**config.mk**
```make
export PLATFORM = sky130hd
export DESIGN_NAME = mem_stream_loader
export DESIGN_NICKNAME = d
export VERILOG_FILES = /design/src/rtl/mem_stream_loader.sv
export SDC_FILE = /design/constraint.sdc
export NUM_CORES = 1
export LEC_CHECK = 0
export CORE_ASPECT_RATIO = 2
export CORE_MARGIN = 8
export CORE_UTILIZATION = 53
export CTS_CLUSTER_DIAMETER = 150
export DETAILED_ROUTE_END_ITERATION = 8
export PLACE_DENSITY = 0.8
export SYNTH_ARGS = -nofsm -noshare
export SYNTH_HDL_FRONTEND = slang
export SYNTH_SLANG_ARGS = --single-unit
```
**constraint.sdc**
```tcl
create_clock -name clk -period 3.29 [get_ports clk]
set_input_delay 0.4935 -clock clk [delete_from_list [all_inputs] [get_ports clk]]
set_output_delay 0.4935 -clock clk [all_outputs]
set_load 0.01 [all_outputs]
```
**src/rtl/mem_stream_loader.sv**
```systemverilog
// mem_stream_loader: turns a valid/ready byte stream into aligned 32-bit
// strobed write requests on the PicoRV32 native memory bus, starting at
// BASE_ADDR and covering LENGTH bytes per load.
module mem_stream_loader #(
  parameter logic [31:0] BASE_ADDR = 32'h0000_0000,
  parameter logic [31:0] LENGTH    = 32'd512
) (
  input  logic        clk,
  input  logic        resetn,
  input  logic        start,
  input  logic        in_valid,
  input  logic [7:0]  in_data,
  output logic        in_ready,
  output logic        mem_valid,
  output logic        mem_instr,
  input  logic        mem_ready,
  output logic [31:0] mem_addr,
  output logic [31:0] mem_wdata,
  output logic [3:0]  mem_wstrb,
  output logic        busy,
  output logic        done,
  output logic [31:0] byte_count
);

  typedef enum logic [1:0] {
    IDLE  = 2'd0,
    FILL  = 2'd1,
    WRITE = 2'd2,
    DONE  = 2'd3
  } state_t;

  state_t      state_reg;
  state_t      state_next;
  logic [31:0] ptr_reg;
  logic [31:0] count_reg;
  logic [31:0] addr_reg;
  logic [31:0] wdata_reg;
  logic [3:0]  wstrb_reg;

  logic        start_ok;
  logic        accept;
  logic        complete;
  logic [31:0] count_inc;
  logic        last_byte;
  logic [1:0]  lane;

  // A start only counts while no load is in progress.
  assign start_ok  = start && ((state_reg == IDLE) || (state_reg == DONE));
  assign accept    = (state_reg == FILL) && in_valid;
  assign complete  = (state_reg == WRITE) && mem_ready;
  assign count_inc = count_reg + 32'd1;
  assign last_byte = (count_inc == LENGTH);
  assign lane      = ptr_reg[1:0];

  assign mem_instr  = 1'b0;
  assign mem_addr   = addr_reg;
  assign mem_wdata  = wdata_reg;
  assign mem_wstrb  = wstrb_reg;
  assign byte_count = count_reg;

  // State register; reset drops any pending request immediately.
  always_ff @(posedge clk or negedge resetn) begin
    if (!resetn) begin
      state_reg <= IDLE;
    end else begin
      state_reg <= state_next;
    end
  end

  // Next-state logic and Moore outputs decoded from the current state.
  always_comb begin
    state_next = state_reg;
    in_ready   = 1'b0;
    mem_valid  = 1'b0;
    busy       = 1'b0;
    done       = 1'b0;
    case (state_reg)
      IDLE: begin
        if (start) begin
          state_next = (LENGTH == 32'd0) ? DONE : FILL;
        end
      end
      FILL: begin
        in_ready = 1'b1;
        busy     = 1'b1;
        // Flush the word once lane 3 is written or the stream is exhausted.
        if (in_valid && ((lane == 2'd3) || last_byte)) begin
          state_next = WRITE;
        end
      end
      WRITE: begin
        mem_valid = 1'b1;
        busy      = 1'b1;
        if (mem_ready) begin
          state_next = (count_reg == LENGTH) ? DONE : FILL;
        end
      end
      DONE: begin
        done = 1'b1;
        if (start) begin
          state_next = (LENGTH == 32'd0) ? DONE : FILL;
        end
      end
      default: state_next = IDLE;
    endcase
  end

  // Datapath: pointer, byte counter and the word being assembled.
  always_ff @(posedge clk or negedge resetn) begin
    if (!resetn) begin
      ptr_reg   <= 32'd0;
      count_reg <= 32'd0;
      addr_reg  <= 32'd0;
      wdata_reg <= 32'd0;
      wstrb_reg <= 4'd0;
    end else begin
      if (start_ok) begin
        ptr_reg   <= BASE_ADDR;
        count_reg <= 32'd0;
        wdata_reg <= 32'd0;
        wstrb_reg <= 4'd0;
      end
      if (accept) begin
        wdata_reg[{lane, 3'b000} +: 8] <= in_data;
        wstrb_reg[lane]                <= 1'b1;
        addr_reg  <= {ptr_reg[31:2], 2'b00};
        ptr_reg   <= ptr_reg + 32'd1;
        count_reg <= count_inc;
      end
      // Lanes are cleared after each write so unstrobed lanes read as zero.
      if (complete) begin
        wdata_reg <= 32'd0;
        wstrb_reg <= 4'd0;
      end
    end
  end

endmodule

```
==> results.toml <==
[setup_path]
critPathCaptureType = "flop"
arrival_ps = 3360
slowest_delay_ps = 520
cp-start-kind = "flop"
path_cells = "nand4_1 > or3_4 > or3_1 > a2111oi_0 > nand4_1 > o41ai_4 > mux2_1"
cp_max_fo = 11
required_ps = 3580
path_class = "flop to flop"
cpMostUsedCell = "nand4_1"
slowest_stage = "dfrtp_1"

[final_layout]
final_area_sq_mm = 0.00871
area_delta_synth_final_pct = 28.9
antenna_cells = 0
finalNonFillerCells = 1044
final_common_cell = "nand2_1"
drive_above_1_share = 0.0839
layout_common_cells = "nand2_1 (155), dfrtp_1 (132), clkdlybuf4s50_1 (113)"
fin_nets = 908
fillers = 957

[detailed_routing]
ant_nets = 0
wl_per_cell_um = 21.4
remaining_drc_errors = 0
viasPerCell = 6.28
drt_iter0_markers = 409
drt_pass1_iterations = 6
wirelength_mm = 22.4
vias = 6559

[pwr]
clkPwrFrac = 0.369
combPwrFrac = 0.275
power_switching_mw = 1.80
max-vdd-ir-drop_v = 0.000435
swShare = 0.352
seqPwrFrac = 0.357
p_leak_nw = 3.87
powerDensity_mw_per_mm2 = 587
power.internal_mw = 3.32

[placed_design]
pre_cts_ws_ps = 132
dpl.hpwl_mm = 15.8
dpl_cell_area_sq_mm = 0.00811
dp_cells = 1013
io_buffers = 114
gp_congestion = 0.916

[global_route]
grt_first_pass_wirelength_mm = 35.4
grt_max_degree = 68
antenna_found_initial = 0
grt_overflow_total = 0
track_usage = 0.274
grt_pass1_vias = 6688

[clock_network]
cts_made_buffers = 17
clk_latency_ps = 420
cts_hold_buf = 0
clock-sinks = 132
cts_root_buf = "clkbuf_16"
cts_resized = 0
clk_pin_slew_worst_paths_ps = 60
postCtsSetupBuffers = 0
htree_levels = 4
cts_tree = "built"
clock_path_buffers = 2

[worst_hold_path]
hp-class = "input pin to async pin"

[synth]
avgSynthCellArea_sq_um = 8.77
synth_edf_count = 0
async_flop_share = 1.00
synth-main-ff-cell = "dfrtp_1"
yosys_warnings = 0
yosysUniqueCellTypes = 57
seq_area_frac_synth = 0.489
synth_cells = 771
synthesis.area_sq_mm = 0.00676
synth-seq-cells = 132

[floorplanning]
rows = 58
start_util = 0.538
io-pin-count = 118
dieArea_sq_mm = 0.0168
fp.dieH_um = 176
die_w_um = 95.9
core_sq_mm = 0.0126

[sta]
fin_crit_sh = 0.933
tns_ps = 0
setup_violations = 0
drv_slew = 0
fin_skew_ps = 15.1
relSlewSlack = 0.436
fin_ws_ps = 221
holdWs_ps = 118
hold_viol = 0
timing.final.crit_period_ps = 3070
rsz0062_at_grt = "false"
tightest_slew_ps = 844
fmax_mhz = 326

[run_status]
status = "finished clean"

[run]
maxCapViolCount = 0
[kinds of logic after synthesis]
logic type	Yosys count	share of synthesized area
simple gates	358	0.245
buf+inv	68	0.0411
flops	132	0.489
other cells	1	0.000555
xor+xnor	10	0.0141
mux	11	0.0168
fa+ha+maj	13	0.0241
compound gates	178	0.169
[metrics by stage]
step                power [mW]  utilization
finish                    5.12        0.694
global route              5.32        0.694
CTS                       5.13        0.693
detailed placement        3.23        0.646
global placement          3.19        0.646
floorplan                 2.63            -
[synthesized netlist by cell type (all sizes together), types with 2 or more instances]
cell     instances  share of area
nand2          156          0.087
dfrtp          132           0.49
o21ai           73          0.054
nor2            64          0.036
nand3           40          0.030
clkbuf          36          0.020
a22oi           34          0.038
nand4           20          0.019
buf             19          0.014
and3            17          0.016
a21oi           16          0.012
nor3            16          0.012
o31ai           14          0.016
a31oi           13          0.012
ha              13          0.024
inv             13         0.0072
or3             11          0.010
nor4            10         0.0093
and2             8         0.0074
mux2i            8          0.012
o211ai           7         0.0085
xnor2            7          0.010
and4             6         0.0078
mux2             3         0.0050
nor3b            3         0.0033
or4              3         0.0039
xor2             3         0.0039
a2111oi          2         0.0026
a211o            2         0.0026
a211oi           2         0.0022
a22o             2         0.0026
o31a             2         0.0026
o41ai            2         0.0054
[worst paths after layout]
path                               start              to  slack [ps]  cells after the start
setup / recovery           byte_count[7]    state_reg[1]         220                      7
hold / removal                    resetn  byte_count[29]         120                      1
setup reg to reg           byte_count[7]    state_reg[1]         220                      7
hold reg to reg             mem_addr[22]    mem_addr[22]         480                      2
max in group asynchronous         resetn    mem_addr[10]        2280                      2
min in group clk            mem_addr[22]    mem_addr[22]         480                      2
[routing by layer]
layer / vias to the layer above / part of all wire / global-route usage
met5: - / 0 / 0
met2: 307 / 0.56 / 0.495
li1: 2954 / - / -
met4: 0 / 0.054 / 0.157
met1: 3206 / 0.34 / 0.281
met3: 92 / 0.052 / 0.0470
[power by group through the flow]
| stage | Clock, mW | Combinational (mW) | Sequential (mW) |
|---|---|---|---|
| final | 1.89 | 1.40 | 1.83 |
| after global routing | 1.96 | 1.52 | 1.84 |
| after CTS | 1.91 | 1.40 | 1.82 |
| after detailed placement | 0 | 1.38 | 1.85 |
| after global placement | 0 | 1.35 | 1.84 |
| after floorplan | 0 | 0.784 | 1.85 |
[cell type report]
class	instances	area, sq um	share of cell area
sequential	132	3300	0.379
multi-input combinational	573	3210	0.368
timing repair buffer	145	1380	0.159
clock buffer	18	429	0.0493
tap	150	188	0.0215
clock inverter	13	151	0.0174
inverter	13	48.8	0.00560
[critical path: cells and delay by family (launching register included)]
kind | cells | cell delay, ps
compound gates | 2 | 750
flops | 1 | 520
simple gates | 4 | 1310
mux | 1 | 360
Note: power is estimated with default switching activity, not from simulation.
